File: src/rtl/alu_pkg.sv
// rtl/alu_pkg.sv - shared ALU opcode constants and shifter state encoding
package alu_pkg;

  localparam logic [4:0] ALU_OP_SLL = 5'b00100;
  localparam logic [4:0] ALU_OP_SRA = 5'b00101;

  typedef enum logic [1:0] {
    IDLE  = 2'd0,
    SHIFT = 2'd1,
    DONE  = 2'd2
  } state_t;

endpackage

File: src/rtl/shift_stage.sv
// rtl/shift_stage.sv - one logarithmic shift stage (16/8/4/2/1 chosen by index)
module shift_stage (
  input  logic [31:0] data_in,
  input  logic [2:0]  stage_idx,
  input  logic        arith,
  input  logic        enable,
  output logic [31:0] data_out
);

  logic [4:0] amt;

  // Map the stage index to its power-of-two shift distance.
  always_comb begin
    case (stage_idx)
      3'd0:    amt = 5'd1;
      3'd1:    amt = 5'd2;
      3'd2:    amt = 5'd4;
      3'd3:    amt = 5'd8;
      3'd4:    amt = 5'd16;
      default: amt = 5'd0;
    endcase
  end

  // Arithmetic mode shifts right replicating bit 31; otherwise logical left.
  always_comb begin
    data_out = data_in;
    if (enable) begin
      if (arith) begin
        data_out = $signed(data_in) >>> amt;
      end else begin
        data_out = data_in << amt;
      end
    end
  end

endmodule

File: src/rtl/iterative_shifter.sv
// rtl/iterative_shifter.sv - five-cycle iterative SLL/SRA unit with valid/ready handshakes
module iterative_shifter
  import alu_pkg::*;
#(
  parameter int WIDTH  = 32,
  parameter int STAGES = 5
) (
  input  logic             clock,
  input  logic             reset,
  input  logic             in_valid,
  output logic             in_ready,
  input  logic [4:0]       ctrl_ALUopcode,
  input  logic [4:0]       ctrl_shiftamt,
  input  logic [WIDTH-1:0] data_operandA,
  output logic             out_valid,
  input  logic             out_ready,
  output logic [WIDTH-1:0] data_result,
  output logic             busy
);

  localparam logic [2:0] IDX_INIT = 3'(STAGES - 1);

  state_t           state;
  state_t           next_state;
  logic [WIDTH-1:0] acc;
  logic [WIDTH-1:0] stage_out;
  logic [4:0]       shamt;
  logic [4:0]       op;
  logic [2:0]       idx;
  logic [7:0]       shamt_ext;
  logic             is_shift_op;
  logic             stage_en;

  // Pad the latched amount so any idx value selects a defined bit.
  assign shamt_ext   = {3'b000, shamt};
  assign is_shift_op = (op == ALU_OP_SLL) || (op == ALU_OP_SRA);
  assign stage_en    = is_shift_op && shamt_ext[idx];

  shift_stage u_stage (
    .data_in   (acc),
    .stage_idx (idx),
    .arith     (op == ALU_OP_SRA),
    .enable    (stage_en),
    .data_out  (stage_out)
  );

  // State register; reset drops any in-flight request.
  always_ff @(posedge clock) begin
    if (reset) begin
      state <= IDLE;
    end else begin
      state <= next_state;
    end
  end

  // Next-state: accept in IDLE, run five stages, wait for the consumer in DONE.
  always_comb begin
    next_state = state;
    case (state)
      IDLE:    if (in_valid) next_state = SHIFT;
      SHIFT:   if (idx == 3'd0) next_state = DONE;
      DONE:    if (out_ready) next_state = IDLE;
      default: next_state = IDLE;
    endcase
  end

  // Handshake outputs are pure functions of the state.
  always_comb begin
    in_ready  = (state == IDLE);
    out_valid = (state == DONE);
    busy      = (state != IDLE);
  end

  // Datapath: capture request on accept, apply one stage per SHIFT cycle.
  always_ff @(posedge clock) begin
    if (reset) begin
      acc   <= '0;
      shamt <= '0;
      op    <= '0;
      idx   <= IDX_INIT;
    end else begin
      case (state)
        IDLE: begin
          if (in_valid) begin
            acc   <= data_operandA;
            shamt <= ctrl_shiftamt;
            op    <= ctrl_ALUopcode;
            idx   <= IDX_INIT;
          end
        end
        SHIFT: begin
          acc <= stage_out;
          idx <= (idx == 3'd0) ? IDX_INIT : idx - 3'd1;
        end
        default: begin
        end
      endcase
    end
  end

  assign data_result = acc;

endmodule

File: config.mk
export PLATFORM = sky130hd
export DESIGN_NAME = iterative_shifter
export DESIGN_NICKNAME = d
export VERILOG_FILES = /design/src/rtl/alu_pkg.sv /design/src/rtl/shift_stage.sv /design/src/rtl/iterative_shifter.sv
export SDC_FILE = /design/constraint.sdc
export NUM_CORES = 1
export LEC_CHECK = 0
export ABC_AREA = 0
export CAP_MARGIN = 30
export CORE_ASPECT_RATIO = 0.75
export CORE_UTILIZATION = 51
export DETAILED_ROUTE_END_ITERATION = 8
export MAX_ROUTING_LAYER = met4
export PLACE_DENSITY = 0.77
export SLEW_MARGIN = 20
export SYNTH_ARGS = -nofsm -noshare
export SYNTH_HDL_FRONTEND = slang
export SYNTH_SLANG_ARGS = --single-unit
export TNS_END_PERCENT = 5
File: constraint.sdc
create_clock -name clock -period 4.04 [get_ports clock]
set_input_delay 0.808 -clock clock [delete_from_list [all_inputs] [get_ports clock]]
set_output_delay 0.808 -clock clock [all_outputs]
set_load 0.02 [all_outputs]
# Word-level counts from Yosys, hierarchy flattened
# Index checks and enable logic that the tools add are counted.
[op_classes]
n_eq_ne = 12
n_shift = 2
addsub = 1
muxes = 14
bitwise = 0
mul = 0
n_lt_le_gt_ge = 1
n_reduce_logical = 10
div_mod_pow = 0
[op_table]
columns = ["operator", "n"]
rows = [
  ["$mux 32", 3],
  ["$pmux 32 s2", 1],
  ["$shl 32x5->32", 1],
  ["$sshr 32x5->32", 1],
  ["$pmux 5 s5", 1],
  ["$eq 5x3->1 const B", 2],
  ["$eq 3x2->1 const B", 2],
  ["$mux 2", 3],
  ["$mux 3", 2],
  ["$ne 2x2->1 const B", 3],
  ["$pmux 2 s3", 1],
  ["$pmux 3 s2", 1],
  ["$reduce_and 3->1", 2],
  ["$lt 3x4->1 const B", 1],
  ["$reduce_and 2->1", 2],
  ["$reduce_bool 2->1", 2],
  ["$bmux 1 s3", 1],
  ["$eq 3x1->1 const B", 1],
  ["$eq 3x3->1 const B", 1],
  ["$logic_not 3->1", 1],
  ["$sub 3x1->3 const B", 1],
  ["$eq 2x1->1 const B", 1],
  ["$eq 2x2->1 const B", 1],
  ["$logic_not 2->1", 1],
  ["other kinds (4)", 4],
]
[totals]
romBits = 0
ram_bits = 0
latchBits = 0
mem_count = 0
reg_bits = 47

# Logic depth before layout (Yosys ltp)
# Gate-level depths: netlist (run 1).
[logic_depth]
ltp_word = 6
mapped_depth = 9

# Modules after synthesis
# A second synthesis (run 1) with hierarchy kept.
[hier_totals]
hier_cells = 791
area_unflattened_um2 = 5695.5
[by_module_without_submodules]
columns = ["mod", "seq_area_each_um2", "cells_each", "area_per_inst_um2", "instances"]
rows = [
  ["shift_stage", 0.0, 542, 3458.3, 1],
  ["iterative_shifter", 940.9, 249, 2237.1, 1],
]

# Least setup slack after synthesis (run 1)
# Ideal clock, no wire load.
[synth_timing]
path_type = "register to register"
from = "register state[0]"
to = "register acc[3], in the netlist data_result[3]"
synth_period_minus_slack_ns = 1.817
arrival_time_ns = 1.685
stages_incl_launch_ff = 8
setup_slack_ns = 2.223
setup_ns = 0.131
path_cell_list = "dfxtp_1 > nor2b_1 > clkbuf_1 > o311ai_2 > and2_1 > buf_2 > a2111oi_0 > nor3_1"
[synth_between]
elab_chain_cells = 3
word_cells_on_any_way = 7
[synth_lines]
columns = ["element", "line", "rtl"]
rows = [
  ["from (decl)", "iterative_shifter.sv:23", "state_t state;"],
  ["from (signal assigned)", "iterative_shifter.sv:52", "state <= next_state;"],
  ["$eq 2x1->1 or $logic_not 2->1 (tied branches)", "iterative_shifter.sv:82", "case (state)"],
  ["$ne 2x2->1 (no source line) or $reduce_bool 2->1 (tied branches)", "n/a", ""],
  ["$reduce_and 3->1 (no source line)", "n/a", ""],
  ["to (signal assigned)", "iterative_shifter.sv:85", "acc <= data_operandA;"],
  ["to (signal assigned)", "iterative_shifter.sv:92", "acc <= stage_out;"],
  ["to (decl)", "iterative_shifter.sv:25", "logic [WIDTH-1:0] acc;"],
]
# Parallel ways exist; a longest one is shown, timed or not.
# A chain may end at the register's enable or synchronous reset.

# Worst setup path in the final report (run 1)
[layout_timing]
from = "register idx[2]"
to = "register acc[6], in the netlist data_result[6]"
[layout_between]
elab_chain_cells = 6
word_cells_on_any_way = 16
[layout_lines]
columns = ["element", "line", "rtl"]
rows = [
  ["from (decl)", "iterative_shifter.sv:29", "logic [2:0] idx;"],
  ["from (signal assigned)", "iterative_shifter.sv:93", "idx <= (idx == 3'd0) ? IDX_INIT : idx - 3'd1;"],
  ["$eq 3x3->1 (tied with other cells)", "shift_stage.sv:14", "case (stage_idx)"],
  ["$pmux 5 s5", "shift_stage.sv:14", ""],
  ["$shl 32x5->32 or $sshr 32x5->32 (tied branches)", "shift_stage.sv:31, shift_stage.sv:29", ""],
  ["$mux 32", "shift_stage.sv:28", "if (arith) begin"],
  ["$mux 32", "shift_stage.sv:27", "if (enable) begin"],
  ["$pmux 32 s2", "iterative_shifter.sv:82", ""],
]
# Parallel ways exist; a longest one is shown, timed or not. The select of a mux whose other input is x is not followed.

==> run metrics, run 1 <==
status=finished with violations; failing checks=DRC; number of synthesized flops with an enable pin=0; Ys Warns=0; final setup violation count=0; Num CTS Buffers=5; measured slew at the worst slew-check pin=1040 ps; antenna fix cells=0; Routed WL per cell=26.5 µm; initial antenna violation count=0; post-CTS sizing=0; Synth-to-Final Area Change=20.0%; slew margin rel.=30.7%; DRC=1; gate count of the mapped netlist=681; register area share after synthesis=19.8%; asr flop ratio synth=0%; Overall Power=1.99 mW; Final GP Congestion=1.05; Core Region=9050 µm²; post-layout min period=2850 ps; Most used DFF post-synth=dfxtp_1; DRT iter0 DRCs=1177; final hold vios=0; Remaining Overflow, GRT=0; Mapped Area=4750 µm²; R2R cell count=6; Worst Hold Class=reg2reg; Worst Clk Skew=8.70 ps; Mapped Nets=727; share of post-route cells with drive strength above 1=8.44%; CTS sink count=47; worst vdd ir=0.250 mV; clock root buffer=clkbuf_16; vias in the first global route=5649; TritonRoute pass-1 iters=9; Via Count=6240; GR Util All Layers=47.0%; crit path kind=reg2reg; clock slew at reported path FFs=80 ps; Yosys cell types=71; first-pass GRT wire length=33100 µm; Synth top cells by count=nand2_1, nor2_1, a21oi_1; ANT nets after route=0; Die ar.=9710 µm²; Post-DP HPWL=14800 µm; Syn Area/Cell=6.98 µm²; fin crit share=70.5%; Startpoint Class=flop; fin area=5700 µm²; clk buf depth=2; largest net degree at the start of global routing=56; DP Area=5510 µm²; NumNets Final=756; #FFs+latches synth=47; Max Cap Viol=0; setup_tns=0 ps; Critical Path AT=3040 ps; RSZ-0062 raised after global routing=false; post-cts hold buffer count=0; Initial Util=52.5%; Core Util, Final=63.0%; Setup Buffers After CTS=0; cell taking the most area after synthesis=dfxtp_1; Hold Path Depth=2; Via density=7.44; I/O Buffers=80; Final Max Slew Viols=0; synth top area cells=dfxtp_1, nand2_1, a21oi_1; Yosys top cell area share=19.8%; top-count cell post-synth=nand2_1; I/O pin cnt=81; Max Freq=0.351 GHz; Rows=30; Skew-Pair Late Insertion Delay=310 ps; CTS tree=done; H-Tree Depth=2; fill count=814; Post-Route WL=22200 µm; CP Capture Type=flop; Required @ worst endpoint=4230 ps; Worst Path Max Fanout=22; Static Leak=1.88 nW; pwr dens=350 nW/µm²; Die Width=113 µm; die extent in y=85.6 µm
==> cell families after synthesis <==
group                  share of synthesized area (%)
AOI/OAI and AO/OA                               36.7
buffers and inverters                           8.93
DFF                                             19.8
muxes                                           9.38
and+or+nand+nor                                 25.2
==> metrics by stage <==
step	cells	setup slack (ps)	hold WS (ps)
after floorplan	681	2220	432
after global placement	828	1210	451
after detailed placement	830	1080	448
after CTS	838	1340	458
after global routing	839	1040	480
final	839	1190	462
==> power by group <==
group	internal, mW	switching [mW]
combinational	0.320	0.502
sequential	0.506	0.148
clock	0.296	0.221
total	1.12	0.871
==> cell type report <==
type	instances	area, µm²	area share [%]
multi-input combinational	541	3390	59.5
timing repair buffer	104	988	17.3
sequential	47	947	16.6
tap	128	160	2.81
clock buffer	5	125	2.19
clock inverter	3	47.5	0.834
inverter	11	41.3	0.724
==> sequential cells by signal, summed over array words and instances, names as in the netlist <==
| signal | cells |
|---|---|
| shamt | 5 |
| idx | 3 |
| data_result | 32 |
| op | 5 |
| state | 2 |
==> cell usage in the layout (no fill, tap or decap), types with 9 or more instances in the layout <==
master            n
mux4_2           10
a221oi_1         15
dfxtp_1          44
clkdlybuf4s50_1  80
nand2b_1         10
mux2i_1          22
inv_1             9
nor2b_1          14
nor2_1           70
a211oi_1         25
o221ai_1         11
a21oi_1          68
nand3_1          10
buf_4            21
o22ai_1           9
o21ai_0          42
a311oi_1         15
nor3_1           18
nand2_1          93
==> worst max-delay path, stage by stage, from the launching register on <==
cell and delay (ps):
dfxtp_2 580, nor3b_2 910, nor2_1 250, nand2_1 400, nor2_1 90, a2111oi_0 400
nor3_1 90
==> final timing paths <==
| path | from | end | slack (ps) |
|---|---|---|---|
| setup / recovery | idx[2]$_SDFFE_PP1P_ | data_result[6]$_SDFFE_PP0P_ | 1190 |
| hold / removal | shamt[4]$_SDFFE_PP0P_ | shamt[4]$_SDFFE_PP0P_ | 460 |
| setup reg to reg | idx[2]$_SDFFE_PP1P_ | data_result[6]$_SDFFE_PP0P_ | 1190 |
| hold reg to reg | shamt[4]$_SDFFE_PP0P_ | shamt[4]$_SDFFE_PP0P_ | 460 |
==> routing by layer <==
| metal | vias to the layer above | global-route usage, % | wire, µm |
|---|---|---|---|
| li1 | 2618 | - | - |
| met1 | 2826 | 61.5 | 8250 |
| met3 | 158 | 18.5 | 4050 |
| met5 | - | - | 0 |
| met2 | 638 | 62.0 | 8480 |
| met4 | 0 | 23.4 | 1430 |
(Power assumes the default switching activity.)
==> run 2: changes to the inputs <==
Clock period 4.04 ns to 2.9 ns, I/O delays scaled along.
==> run 2 against run 1 <==
  * The run still ends with DRC left
  * Cell count rose by 1.5%
  * Routed wire length increased by 2.3%
  * Sequential power grew 40%
  * Critical endpoint unchanged
  * Largest power group unchanged
==> run metrics, run 2 (same netlist as run 1, synthesis figures left out) <==
CP top delay family=simple AND/OR/NAND/NOR gates; Final Max Slew Viols=0 (unchanged); Rows=30 (unchanged); post-cts hold buffer count=0 (unchanged); hold_sp=shamt[1]$_SDFFE_PP0P_; CTS tree=done; Die Width=113 µm (unchanged); DRC=1 (unchanged); Worst Hold Class=reg2reg; NumNets Final=769 (+1.7%); share of post-route cells with drive strength above 1=10.1% (+1.6 points); CTS sink count=47 (unchanged); I/O pin cnt=81 (unchanged); Core Util, Final=63.7% (+0.72 points); crit-path cells=and3b_1 -> nor2_1 -> nand2_1 -> nor2_1 -> a2111oi_0 -> nor3_1; Post-Route WL=22700 µm (+2.3%); fill count=842 (+3.4%); max reg flops=32 (unchanged); failing checks=DRC; Static Leak=1.93 nW (+2.7%); post-CTS sizing=0 (unchanged); crit path kind=reg2reg; Via density=7.48 (+0.54%); Core Region=9050 µm² (unchanged); status=finished with violations; Die ar.=9710 µm² (unchanged); Initial Util=52.5% (unchanged); Hold Path End=shamt[1]$_SDFFE_PP0P_; H-Tree Depth=2 (unchanged); DRT iter0 DRCs=1047 (-11%); Worst Path Max Fanout=23 (+4.5%); crit-path max cell delay=670 ps (-240 ps); I/O Buffers=80 (unchanged); commonest non-fill, non-tap cell in the layout=nand2_1; largest net degree at the start of global routing=48 (-14%); Routed WL per cell=26.7 µm (+0.70%); post-layout min period=2570 ps (-279 ps); area taken by multi-input logic gates=3390 µm² (about the same); Crit-path slowest cell=dfxtp_2; most frequent CP cell=nor2_1; Num CTS Buffers=5 (unchanged); Setup Buffers After CTS=0 (unchanged); reg-to-reg endpoint=data_result[6]$_SDFFE_PP0P_; worst setup path start=idx[1]$_SDFFE_PP0P_; fin crit share=88.6% (+18 points); ANT nets after route=0 (unchanged); Skew-Pair Late Insertion Delay=310 ps (about the same); setup_tns=0 ps (unchanged); Final GP Congestion=1.15 (+9.6%); worst vdd ir=0.338 mV (+35%); Required @ worst endpoint=3080 ps (-1150 ps); clock slew at reported path FFs=80 ps (about the same); slew margin rel.=44.7% (+14 points); sequential cell area=947 µm² (unchanged); Worst Clk Skew=12.7 ps (+3.98 ps); antenna fix cells=0 (unchanged); measured slew at the worst slew-check pin=829 ps (-206 ps); clk buf depth=2 (unchanged); Synth-to-Final Area Change=21.4%; commonest non-fill, non-tap cells in the layout=nand2_1, clkdlybuf4s50_1, nor2_1; Via Count=6371 (+2.1%); GR Util All Layers=48.3% (+1.3 points); final hold vios=0 (unchanged); first-pass GRT wire length=34400 µm (+3.7%); TritonRoute pass-1 iters=9 (unchanged); final setup violation count=0 (unchanged); pwr dens=473 nW/µm² (+35%); Critical Path AT=2750 ps (-290 ps); Max Freq=0.389 GHz (+11%); die extent in y=85.6 µm (unchanged); R2R cell count=6 (unchanged); Post-DP HPWL=15500 µm (+4.9%); initial antenna violation count=0 (unchanged); Hold Path Depth=2 (unchanged); Max Cap Viol=0 (unchanged); vias in the first global route=5890 (+4.3%); RR Startpoint=idx[1]$_SDFFE_PP0P_; Buf+Inv Stages, Crit Path=0 (unchanged); CP Capture Type=flop; clock root buffer=clkbuf_16; Startpoint Class=flop; RSZ-0062 raised after global routing=false; Remaining Overflow, GRT=0 (unchanged); Worst R2R Setup Slack=330 ps (-860 ps)
## run 2: changes by cell type in the layout (fill, tap and decap cells not counted), sizes merged
cell,delta
clkinvlp,+1
inv,+1
clkinv,-1
bufinv,-1
buf,+13
## run 2: through the flow
step                total power, mW  cells  area (µm²)  hold WS (ps)  setup slack (ps)
floorplan                      1.56    681        4750           432              1080
global placement               2.03    843        5610           449               141
detailed placement             2.03    844        5620           458               387
CTS                            2.65    852        5770           469               444
global route                   2.80    852        5770           487               254
finish                         2.72    852        5770           470               330
## run 2: final cells by class
type / count / area share, %
Clock inverter: 3 / 0.434
Multi-Input combinational cell: 541 / 58.8
Clock buffer: 5 / 2.17
Timing Repair Buffer: 117 / 18.7
Inverter: 11 / 0.716
Tap cell: 128 / 2.78
Sequential cell: 47 / 16.4
## run 2: worst min-delay path, cell delays in order (launching register included)
cell and delay [ps]:
dfxtp_1 320, nand2_1 60, a21oi_1 50
## run 2: worst max path at each step
stage / endpoint / slack [ps] / cells past startpoint
6_report: data_result[6]$_SDFFE_PP0P_ / 330 / 6
5_1_grt: data_result[6]$_SDFFE_PP0P_ / 250 / 6
3_3_place_gp: data_result[28]$_SDFFE_PP0P_ / 140 / 7
3_5_place_dp: data_result[6]$_SDFFE_PP0P_ / 390 / 6
2_1_floorplan: data_result[3]$_SDFFE_PP0P_ / 1080 / 7
4_1_cts: data_result[6]$_SDFFE_PP0P_ / 440 / 6
## run 2: layer usage
layer,track usage [%],wire [µm],vias up
li1,-,-,2655
met1,61.8,8550,2913
met2,65.5,8920,660
met3,17.6,3910,143
met4,26.3,1330,0
met5,-,0,-
## run 2: where the power goes
group | internal [mW] | switching (mW)
logic | 0.470 | 0.707
clock network | 0.327 | 0.303
registers | 0.705 | 0.212
